===== config.mk =====
export PLATFORM = sky130hd
export DESIGN_NAME = light_timing_ctrl
export DESIGN_NICKNAME = d
export VERILOG_FILES = /design/src/rtl/light_pkg.sv /design/src/rtl/btn_debounce.sv /design/src/rtl/light_timing_ctrl.sv
export SDC_FILE = /design/constraint.sdc
export NUM_CORES = 1
export LEC_CHECK = 0
export BUFFER_PORTS_ARGS = -buffer_cell sky130_fd_sc_hd__buf_4
export CORE_AREA = 2 2 136 138
export CTS_CLUSTER_SIZE = 25
export DETAILED_ROUTE_END_ITERATION = 8
export DIE_AREA = 0 0 138 140
export PLACE_DENSITY_LB_ADDON = 0.12
export SYNTH_ARGS = -nofsm -noshare
export SYNTH_HDL_FRONTEND = slang
export SYNTH_SLANG_ARGS = --single-unit

===== constraint.sdc =====
create_clock -name clk -period 2.4 [get_ports clk]
set_input_delay 0.12 -clock clk [delete_from_list [all_inputs] [get_ports clk]]
set_output_delay 0.12 -clock clk [all_outputs]
set_load 0.02 [all_outputs]

===== src/rtl/light_pkg.sv =====
`default_nettype none
// ============================================================================
// Package     : light_pkg
// Description : Shared definitions for the traffic-light configurator and
//               the light FSM. Holds the sw mode codes, the configurator
//               state encoding and the duration range/default constants.
// Revision    : 1.0 - initial release
// ============================================================================
package light_pkg;

    // sw mode codes
    localparam logic [1:0] SW_RUN = 2'b00;
    localparam logic [1:0] SW_Y   = 2'b01;
    localparam logic [1:0] SW_G   = 2'b10;
    localparam logic [1:0] SW_R   = 2'b11;

    // Configurator state encoding
    typedef enum logic [2:0] {
        ST_RST_WAIT = 3'd0,
        ST_RUN      = 3'd1,
        ST_EDIT_Y   = 3'd2,
        ST_EDIT_G   = 3'd3,
        ST_EDIT_R   = 3'd4,
        ST_COMMIT   = 3'd5
    } state_t;

    // Duration range and defaults, in ticks; also used by the light FSM
    localparam int LIGHT_DUR_W   = 4;
    localparam int LIGHT_DUR_MIN = 1;
    localparam int LIGHT_DUR_MAX = 7;
    localparam int LIGHT_G_DEF   = 4;
    localparam int LIGHT_Y_DEF   = 1;
    localparam int LIGHT_R_DEF   = 1;

    // Destination state for a given sw code (SW_RUN maps to RUN)
    function automatic state_t sw_to_state(input logic [1:0] sw_code);
        state_t st;
        case (sw_code)
            SW_Y:    st = ST_EDIT_Y;
            SW_G:    st = ST_EDIT_G;
            SW_R:    st = ST_EDIT_R;
            default: st = ST_RUN;
        endcase
        return st;
    endfunction

    function automatic logic is_edit(input state_t st);
        return (st == ST_EDIT_Y) || (st == ST_EDIT_G) || (st == ST_EDIT_R);
    endfunction

endpackage
`default_nettype wire


===== src/rtl/btn_debounce.sv =====
`default_nettype none
// ============================================================================
// Module      : btn_debounce
// Description : Two-flop synchroniser followed by a stability counter. The
//               debounced level flips once the synchronised input has
//               differed from it for DEBOUNCE_CYC consecutive samples; a
//               1-cycle press pulse marks each rising edge of the level.
// Ports       : clk, rst (sync, active high)
//               i_btn   - raw asynchronous button
//               o_level - debounced level
//               o_press - 1-cycle pulse on rising edge of o_level
// Revision    : 1.0 - initial release
// ============================================================================
module btn_debounce #(
    parameter int DEBOUNCE_CYC = 1_250_000
) (
    input  logic clk,
    input  logic rst,
    input  logic i_btn,
    output logic o_level,
    output logic o_press
);

    localparam int c_cnt_w = (DEBOUNCE_CYC > 1) ? $clog2(DEBOUNCE_CYC) : 1;
    localparam logic [c_cnt_w-1:0] c_cnt_last = c_cnt_w'(DEBOUNCE_CYC - 1);

    logic               r_sync1;
    logic               r_sync2;
    logic               r_level;
    logic               r_level_q;
    logic [c_cnt_w-1:0] r_cnt;

    always_ff @(posedge clk) begin
        if (rst) begin
            r_sync1   <= 1'b0;
            r_sync2   <= 1'b0;
            r_level   <= 1'b0;
            r_level_q <= 1'b0;
            r_cnt     <= '0;
        end else begin
            r_sync1   <= i_btn;
            r_sync2   <= r_sync1;
            r_level_q <= r_level;
            // Any sample that agrees with the current level restarts the run
            if (r_sync2 == r_level) begin
                r_cnt <= '0;
            end else if (r_cnt == c_cnt_last) begin
                r_level <= r_sync2;
                r_cnt   <= '0;
            end else begin
                r_cnt <= r_cnt + 1'b1;
            end
        end
    end

    assign o_level = r_level;
    assign o_press = r_level & ~r_level_q;

endmodule
`default_nettype wire


===== src/rtl/light_timing_ctrl.sv =====
`default_nettype none
// ============================================================================
// Module      : light_timing_ctrl
// Description : Run-time configurator and sequencer for the two-way traffic
//               light FSM. Owns the live green/yellow/all-red durations,
//               lets the operator edit shadow copies with sw/btn, commits
//               them back, and generates the phase tick and run enable.
// Ports       : clk, rst        - clock, synchronous active-high reset
//               sw[1:0]         - 00 run, 01 edit Y, 10 edit G, 11 edit R
//               btn[3:0]        - raw: inc, dec, restore field, restore all
//               dur_g/y/r       - live durations
//               tick_1s         - 1-cycle pulse every TICK_DIV cycles in RUN
//               run_en          - high in RUN only
//               cfg_commit      - 1-cycle pulse when shadows become live
//               led[3:0]        - shadow of the field being edited, else 0
// Revision    : 1.0 - initial release
// ============================================================================
module light_timing_ctrl
    import light_pkg::*;
#(
    parameter int TICK_DIV     = 125_000_000,
    parameter int DEBOUNCE_CYC = 1_250_000,
    parameter int DUR_W        = LIGHT_DUR_W,
    parameter int DUR_MIN      = LIGHT_DUR_MIN,
    parameter int DUR_MAX      = LIGHT_DUR_MAX,
    parameter int G_DEF        = LIGHT_G_DEF,
    parameter int Y_DEF        = LIGHT_Y_DEF,
    parameter int R_DEF        = LIGHT_R_DEF
) (
    input  logic             clk,
    input  logic             rst,
    input  logic [1:0]       sw,
    input  logic [3:0]       btn,
    output logic [DUR_W-1:0] dur_g,
    output logic [DUR_W-1:0] dur_y,
    output logic [DUR_W-1:0] dur_r,
    output logic             tick_1s,
    output logic             run_en,
    output logic             cfg_commit,
    output logic [3:0]       led
);

    localparam int c_tick_w = (TICK_DIV > 1) ? $clog2(TICK_DIV) : 1;
    localparam logic [c_tick_w-1:0] c_tick_last = c_tick_w'(TICK_DIV - 1);

    localparam logic [DUR_W-1:0] c_dur_min = DUR_W'(DUR_MIN);
    localparam logic [DUR_W-1:0] c_dur_max = DUR_W'(DUR_MAX);
    localparam logic [DUR_W-1:0] c_g_def   = DUR_W'(G_DEF);
    localparam logic [DUR_W-1:0] c_y_def   = DUR_W'(Y_DEF);
    localparam logic [DUR_W-1:0] c_r_def   = DUR_W'(R_DEF);

    state_t              r_state;
    state_t              w_state_nxt;
    logic [c_tick_w-1:0] r_tick_cnt;
    logic [DUR_W-1:0]    r_live_g, r_live_y, r_live_r;
    logic [DUR_W-1:0]    r_shd_g,  r_shd_y,  r_shd_r;
    logic [DUR_W-1:0]    w_sel_cur;
    logic [DUR_W-1:0]    w_sel_def;
    logic [DUR_W-1:0]    w_sel_nxt;
    logic                w_edit_act;
    logic [3:0]          w_press;
    // Debounced levels are not needed here; only press events drive edits
    logic [3:0]          w_unused_level;

    // ------------------------------------------------------------------
    // Button conditioning
    // ------------------------------------------------------------------
    for (genvar gi = 0; gi < 4; gi++) begin : g_btn
        btn_debounce #(
            .DEBOUNCE_CYC (DEBOUNCE_CYC)
        ) u_db (
            .clk     (clk),
            .rst     (rst),
            .i_btn   (btn[gi]),
            .o_level (w_unused_level[gi]),
            .o_press (w_press[gi])
        );
    end

    // ------------------------------------------------------------------
    // FSM
    // ------------------------------------------------------------------
    always_ff @(posedge clk) begin
        if (rst) begin
            r_state <= ST_RST_WAIT;
        end else begin
            r_state <= w_state_nxt;
        end
    end

    always_comb begin
        w_state_nxt = r_state;
        case (r_state)
            ST_RST_WAIT: w_state_nxt = sw_to_state(sw);
            ST_RUN:      w_state_nxt = sw_to_state(sw);
            ST_EDIT_Y,
            ST_EDIT_G,
            ST_EDIT_R:   w_state_nxt = (sw == SW_RUN) ? ST_COMMIT : sw_to_state(sw);
            ST_COMMIT:   w_state_nxt = ST_RUN;
            default:     w_state_nxt = ST_RST_WAIT;
        endcase
    end

    assign run_en     = (r_state == ST_RUN);
    assign cfg_commit = (r_state == ST_COMMIT);
    assign tick_1s    = (r_state == ST_RUN) && (r_tick_cnt == c_tick_last);

    // ------------------------------------------------------------------
    // Selected-field edit arithmetic and led mux
    // ------------------------------------------------------------------
    always_comb begin
        w_sel_cur = r_shd_g;
        w_sel_def = c_g_def;
        case (r_state)
            ST_EDIT_Y: begin
                w_sel_cur = r_shd_y;
                w_sel_def = c_y_def;
            end
            ST_EDIT_R: begin
                w_sel_cur = r_shd_r;
                w_sel_def = c_r_def;
            end
            default: ;
        endcase

        // Highest-numbered button wins; restore-all is handled at write time
        w_sel_nxt = w_sel_cur;
        if (w_press[2]) begin
            w_sel_nxt = w_sel_def;
        end else if (w_press[1]) begin
            w_sel_nxt = (w_sel_cur > c_dur_min) ? w_sel_cur - 1'b1 : c_dur_min;
        end else if (w_press[0]) begin
            w_sel_nxt = (w_sel_cur < c_dur_max) ? w_sel_cur + 1'b1 : c_dur_max;
        end

        led = is_edit(r_state) ? 4'(w_sel_cur) : 4'd0;
    end

    // A press on the very cycle the FSM leaves for COMMIT is dropped so the
    // committed value is exactly what the operator last saw on the leds
    assign w_edit_act = is_edit(r_state) && (sw != SW_RUN) && (|w_press);

    // ------------------------------------------------------------------
    // Register file and tick prescaler
    // ------------------------------------------------------------------
    always_ff @(posedge clk) begin
        if (rst) begin
            r_tick_cnt <= '0;
            r_live_g   <= c_g_def;
            r_live_y   <= c_y_def;
            r_live_r   <= c_r_def;
            r_shd_g    <= c_g_def;
            r_shd_y    <= c_y_def;
            r_shd_r    <= c_r_def;
        end else begin
            if (r_state == ST_RUN) begin
                r_tick_cnt <= (r_tick_cnt == c_tick_last) ? '0 : r_tick_cnt + 1'b1;
            end else begin
                r_tick_cnt <= '0;
            end

            // Entering edit from RUN starts from the live values
            if ((r_state == ST_RUN) && (sw != SW_RUN)) begin
                r_shd_g <= r_live_g;
                r_shd_y <= r_live_y;
                r_shd_r <= r_live_r;
            end

            if (r_state == ST_COMMIT) begin
                r_live_g <= r_shd_g;
                r_live_y <= r_shd_y;
                r_live_r <= r_shd_r;
            end

            if (w_edit_act) begin
                if (w_press[3]) begin
                    r_shd_g <= c_g_def;
                    r_shd_y <= c_y_def;
                    r_shd_r <= c_r_def;
                end else begin
                    case (r_state)
                        ST_EDIT_Y: r_shd_y <= w_sel_nxt;
                        ST_EDIT_R: r_shd_r <= w_sel_nxt;
                        default:   r_shd_g <= w_sel_nxt;
                    endcase
                end
            end
        end
    end

    assign dur_g = r_live_g;
    assign dur_y = r_live_y;
    assign dur_r = r_live_r;

endmodule
`default_nettype wire


After elaboration in Yosys (flattened, before gate mapping)
Index checks and enable logic that the tools add are counted.
- memory bits (writable): 0
- bits in latches: 0
- output and inout bits: 19
- bits of input ports: 8
- memories: 0
- bits in read-only memories: 0
- bits in registers: 154
- word-level logic and storage cells: 112
- bitwise logic cells: 13
- multipliers: 0
- equal/unequal tests: 17
- magnitude comparators: 2
- reductions and logical operators: 22
- mux-type cells: 23
- add/sub/neg operators: 7
- shifts and indexed selects: 0
- divide/modulo/power cells: 0
- operators with widths (cell ; count):
    adder 21 x 1 -> 21 bit (second input constant) ; 4
    == test 21 bit (second input constant) ; 4
    two-way mux 4 bit ; 18
    adder 27 x 1 -> 27 bit (second input constant) ; 1
    == test 27 bit (second input constant) ; 1
    case mux 3 bit (3 select lines) ; 2
    OR reduction 3 bit ; 6
    NOT 1 bit ; 9
    case mux 4 bit (2 select lines) ; 1
    AND reduction 2 bit ; 4
    == test 3 x 2 -> 1 bit (second input constant) ; 2
    == test 3 bit (second input constant) ; 2
    two-way mux 3 bit ; 2
    adder 4 x 1 -> 4 bit (second input constant) ; 1
    AND 1 bit ; 4
    == test 1 bit ; 4
    == test 2 bit (second input constant) ; 2
    greater-than comparator 4 x 1 -> 1 bit (second input constant) ; 1
    logical AND 1 bit ; 4
    less-than comparator 4 x 3 -> 1 bit (second input constant) ; 1
    OR reduction 2 bit ; 2
    OR reduction 4 bit ; 1
    subtractor 4 x 1 -> 4 bit (second input constant) ; 1
    == test 3 x 1 -> 1 bit (second input constant) ; 1
    5 further kinds ; 6

Depth between registers and ports, before layout
- word-level depth: 10
- gate-level depth with buffers: 12
- mapped depth without buffers: 10

Modules after synthesis
A second synthesis with hierarchy kept.
- cell total of the unflattened synthesis: 843
- area, all modules: 7231.9 um^2
- modules (own cells, without submodules) (module ; sequential area each (um^2) ; times used ; cells each ; area an instance (um^2)):
    btn_debounce (g_btn[0].u_db ...) ; 500.5 ; 3 ; 129 ; 1119.8
    light_timing_ctrl ; 1081.0 ; 1 ; 329 ; 2761.4
    btn_debounce (g_btn[3].u_db) ; 500.5 ; 1 ; 127 ; 1111.1

Worst setup path before layout
Ideal clock, no wire load.
- path kind: register to register
- start point: reg r_state[2]
- end point: reg r_shd_y[0]
- buffers on the path: 2
- period minus slack after synthesis: 2.296 ns
- library setup time: 0.137 ns
- slack: 0.104 ns
- cell stages (with the launch flop): 12
- data arrival time: 2.159 ns
- required time: 2.263 ns
- cells stage by stage: dfxtp_1 buf_6 clkbuf_1 nor3_1 o21ai_0 o221a_4 inv_1 ha_1 or2_2 a31oi_1 a221o_1 a22oi_2
- cells in the longest elaborated chain, start to end: 10
- elaborated cells on any way between the ends: 25
- classes of those cells: add/sub (2); order compare (2); eq/ne (4); mux (11); reduce/logical (6)
- RTL lines (what ; line ; source):
    start, declared ; light_timing_ctrl.sv:52 ; state_t r_state;
    start signal, assigned ; light_timing_ctrl.sv:87 ; r_state <= w_state_nxt;
    == test 3 bit or == test 3 x 2 -> 1 bit (tied branches) ; light_pkg.sv:48, light_timing_ctrl.sv:114, light_timing_ctrl.sv:181 ;
    case mux 4 bit (2 select lines) ; light_timing_ctrl.sv:114 ; case (r_state)
    adder 4 x 1 -> 4 bit or less-than comparator 4 x 3 -> 1 bit (tied branches) ; light_timing_ctrl.sv:133 ; w_sel_nxt = (w_sel_cur < c_dur_max) ? w_sel_cur + 1'b1 : c_dur_max;
    two-way mux 4 bit ; light_timing_ctrl.sv:133 ;
    two-way mux 4 bit ; light_timing_ctrl.sv:132 ; end else if (w_press[0]) begin
    two-way mux 4 bit ; light_timing_ctrl.sv:130 ; end else if (w_press[1]) begin
    two-way mux 4 bit ; light_timing_ctrl.sv:128 ; if (w_press[2]) begin
    two-way mux 4 bit ; light_timing_ctrl.sv:181 ; case (r_state)
    two-way mux 4 bit ; light_timing_ctrl.sv:176 ; if (w_press[3]) begin
    two-way mux 4 bit (*) ; light_timing_ctrl.sv:175 ; if (w_edit_act) begin
    end signal, assigned ; light_timing_ctrl.sv:153 ; r_shd_y <= c_y_def;
    end signal, assigned ; light_timing_ctrl.sv:178 ; r_shd_y <= c_y_def;
    end signal, assigned ; light_timing_ctrl.sv:182 ; ST_EDIT_Y: r_shd_y <= w_sel_nxt;
    end, declared ; light_timing_ctrl.sv:56 ; logic [DUR_W-1:0] r_shd_g, r_shd_y, r_shd_r;
Every way passes the cells marked *; elsewhere a longest branch is shown, timed or not.
A chain may end at the register's enable or synchronous reset.

Worst setup path in the final report
Ends and elaborated chain as after synthesis.

==> impl_metrics.env <==
export IMPL_cts_setup_buffers=0
export IMPL_pin_count=27
export IMPL_drt_first_pass_iters=5
export IMPL_rsz0062_at_grt="no"
export IMPL_post_route_period_util=0.964
export IMPL_dpl_cell_area_mm2=0.00752
export IMPL_ys_ff_latch=154
export IMPL_synth_area_leaders="dfxtp_1 (44%), xor2_1 (8.5%), nor2_1 (7.3%), xnor2_1 (4.1%), nand2_1 (3.8%)"
export IMPL_crit_type="reg2reg"
export IMPL_n_fill_cell=1781
export IMPL_worstPathRequired_ns=2.70
export IMPL_final_area_mm2=0.00822
export IMPL_pwr_share_clk=0.497
export IMPL_post_synth_top_count_cell="dfxtp_1"
export IMPL_drtIter0Drc=276
export IMPL_path_delay_family="compound AO/OA/AOI/OAI gates"
export IMPL_antenna_found_initial=0
export IMPL_multi_input_area_mm2=0.00370
export IMPL_cp_start_kind="flip-flop"
export IMPL_postSynth_asyncResetShare=0
export IMPL_fp_dieW_um=138
export IMPL_synth_edf_count=0
export IMPL_yosys_top_cells_count="dfxtp_1 (154), nor2_1 (136), nand2_1 (71), xor2_1 (68), nand3_1 (47)"
export IMPL_cts_buffers=17
export IMPL_ys_types=55
export IMPL_power_switching_w=0.00127
export IMPL_rr_worst_depth=7
export IMPL_area_growth_pct=17.4
export IMPL_yosysTopAreaCell="dfxtp_1"
export IMPL_tightest_slew_ns=0.619
export IMPL_maxSlewHeadroom=0.588
export IMPL_min_path_cells=4
export IMPL_num_vias=5547
export IMPL_syn_instance_count=807
export IMPL_synth_fp_nets=826
export IMPL_power_w=0.00571
export IMPL_cts_tree="yes"
export IMPL_leakagePower_nw=2.85
export IMPL_coreArea_mm2=0.0178
export IMPL_yosysWarnings=0
export IMPL_synth_area_per_cell_um2=8.68
export IMPL_drv_cap=0
export IMPL_cp_end_kind="flip-flop"
export IMPL_powerDensity_mw_per_mm2=695
export IMPL_grt_pass1_vias=5285
export IMPL_std_cell_rows=49
export IMPL_cp_cell_sequence="or3b_1, o221a_4, ha_1, or2_2, a31oi_2, a221o_1, a22oi_2"
export IMPL_slowest_stage="or3b_1"
export IMPL_io_buffers=26
export IMPL_status="finished clean"
export IMPL_nets=874
export IMPL_setup_tns_ns=0
export IMPL_hold_viol=0
export IMPL_critPathMaxStageDelay_ns=0.46
export IMPL_seq_power_share=0.453
export IMPL_slew_viol_final=0
export IMPL_die_y_um=140
export IMPL_clock_sinks=154
export IMPL_cts_buffer_depth=2
export IMPL_yosysSeqAreaShare=0.440
export IMPL_worst_path_stages=7
export IMPL_fmax_mhz=432
export IMPL_min_period_ns=2.31
export IMPL_p_comb_frac=0.050
export IMPL_top_regs="g_btn.u_db.r_cnt (84), r_tick_cnt (27)"
export IMPL_placed_cells=1059
export IMPL_grt_overflow_total=0
export IMPL_drive_above_1_share=0.119
export IMPL_ys_flop_type="dfxtp_1"
export IMPL_num_antenna_cells=0
export IMPL_post_dp_hpwl_mm=10.4
export IMPL_seq_area_mm2=0.00308
export IMPL_internal_power_w=0.00444
export IMPL_switching_share=0.222
export IMPL_viasPerCell=5.06
export IMPL_wirelength_mm=14.6
export IMPL_die_area_mm2=0.0193
export IMPL_gp_congestion=0.845
export IMPL_finalSetupViolCount=0
export IMPL_cts_root_buf="clkbuf_16"
export IMPL_start_util=0.394
export IMPL_skew_ns=0.0120
export IMPL_path_clk_slew_ns=0.07
export IMPL_fin_cells=1097
export IMPL_synth_area_mm2=0.00700
export IMPL_critPathMaxFanout=6
export IMPL_cp_arrival_ns=2.61
export IMPL_avgRoutedWirePerCell_um=13.3
export IMPL_clock_latency_ns=0.43
export IMPL_grt_usage=0.156
export IMPL_worstHoldPathType="in2reg"
export IMPL_top_register="g_btn.u_db.r_cnt"
export IMPL_grt_pass1_wl_mm=25.2
export IMPL_route_detailed_drc=0
export IMPL_critPathBufInv=0
export IMPL_largest_reg_flops=84
export IMPL_htree_num_levels=4
export IMPL_ant_nets=0
export IMPL_synth_top_area_frac=0.440
export IMPL_grt_max_degree=28
export IMPL_peakVddDrop_mv=0.518
## layer usage
layer  track usage  wire length [um]
met3        0.0390               400
met1         0.209              7350
met4        0.0456               166
met2         0.249              6710
met5             0                 0
## logic make-up after synthesis
kind of cell | count (synthesis) | share of synthesized area
xor gates and xnor gates | 101 | 0.126
and+or+nand+nor | 410 | 0.293
adders and majority gates | 11 | 0.0197
AOI/OAI and AO/OA | 66 | 0.0668
muxes | 15 | 0.0218
buffers and inverters | 50 | 0.0322
DFF | 154 | 0.440
## path summary, 6_finish.rpt
kind / endpoint / startpoint / slack [ns]
max: r_shd_y[0] / r_state[2] / 0.09
min: r_state[1] / sw[1] / 0.20
max reg2reg: r_shd_y[0] / r_state[2] / 0.09
min reg2reg: g_btn[2].u_db.r_sync2 / g_btn[2].u_db.r_sync1 / 0.44
## worst min-delay path: cells and delay by family
family / cells / cell delay (ns)
buffers and inverters: 2 / 0.17
AND/OR/NAND/NOR: 1 / 0.16
adder cells (fa/ha/maj): 1 / 0.15
## cell usage in the layout, fill, tap and decap left out, types with 3 or more instances in the layout
master         netlist  routed
xnor2_1             33      33
nor4_1              12      12
nand4_1             26      26
clkinvlp_4           0       4
o22ai_1              3       3
nand2b_1             9       9
nand3b_1             3       3
a21oi_1             22      22
or3_1               11      11
mux2i_1             13      13
dfxtp_1            154     154
nand2_1             71      71
buf_4                0      50
nor2_2               2       3
or2_2                4       4
nor4b_1              8       8
nand3_1             47      47
a211oi_1             3       3
nor3_1              17      17
xor2_1              68      68
bufinv_16            0       4
ha_1                11      11
nor2b_1             22      22
clkbuf_16            0      17
o2bb2ai_1            3       3
and3_1              21      21
and4_1               9       9
inv_1               23      23
o21ai_0             14      12
dlygate4sd3_1        0       6
nor2_1             136     135
## through the flow
stage / util / setup slack [ns] / hold WS [ns]
after floorplan: - / 0.104 / 0.248
after global placement: 0.423 / 0.157 / 0.335
after detailed placement: 0.423 / 0.102 / 0.353
after CTS: 0.462 / 0.0699 / 0.189
after global routing: 0.462 / 0.0125 / 0.228
final: 0.462 / 0.0867 / 0.199
## what timing repair did
action	in CTS	in global routing
endpoints found under the hold margin	13	0
gates resized for setup	0	4
hold buffers	6	0
endpoints found under the setup margin	0	7
## cell type report
cell class / instances / share of cell area
Inverter: 23 / 0.0105
Multi-Input combinational cell: 603 / 0.451
Sequential cell: 154 / 0.375
Tap cell: 229 / 0.0349
Clock inverter: 14 / 0.0238
Clock buffer: 18 / 0.0522
Timing Repair Buffer: 56 / 0.0530
## power by group through the flow
stage	clock (W)	sequential, W	combinational (W)
after global placement	0	0.00264	0.000274
after CTS	0.00292	0.00258	0.000285
final	0.00284	0.00259	0.000286
after detailed placement	0	0.00264	0.000275
after floorplan	0	0.00264	0.000194
after global routing	0.00303	0.00259	0.000313
Note: power is estimated with default switching activity, not from simulation.
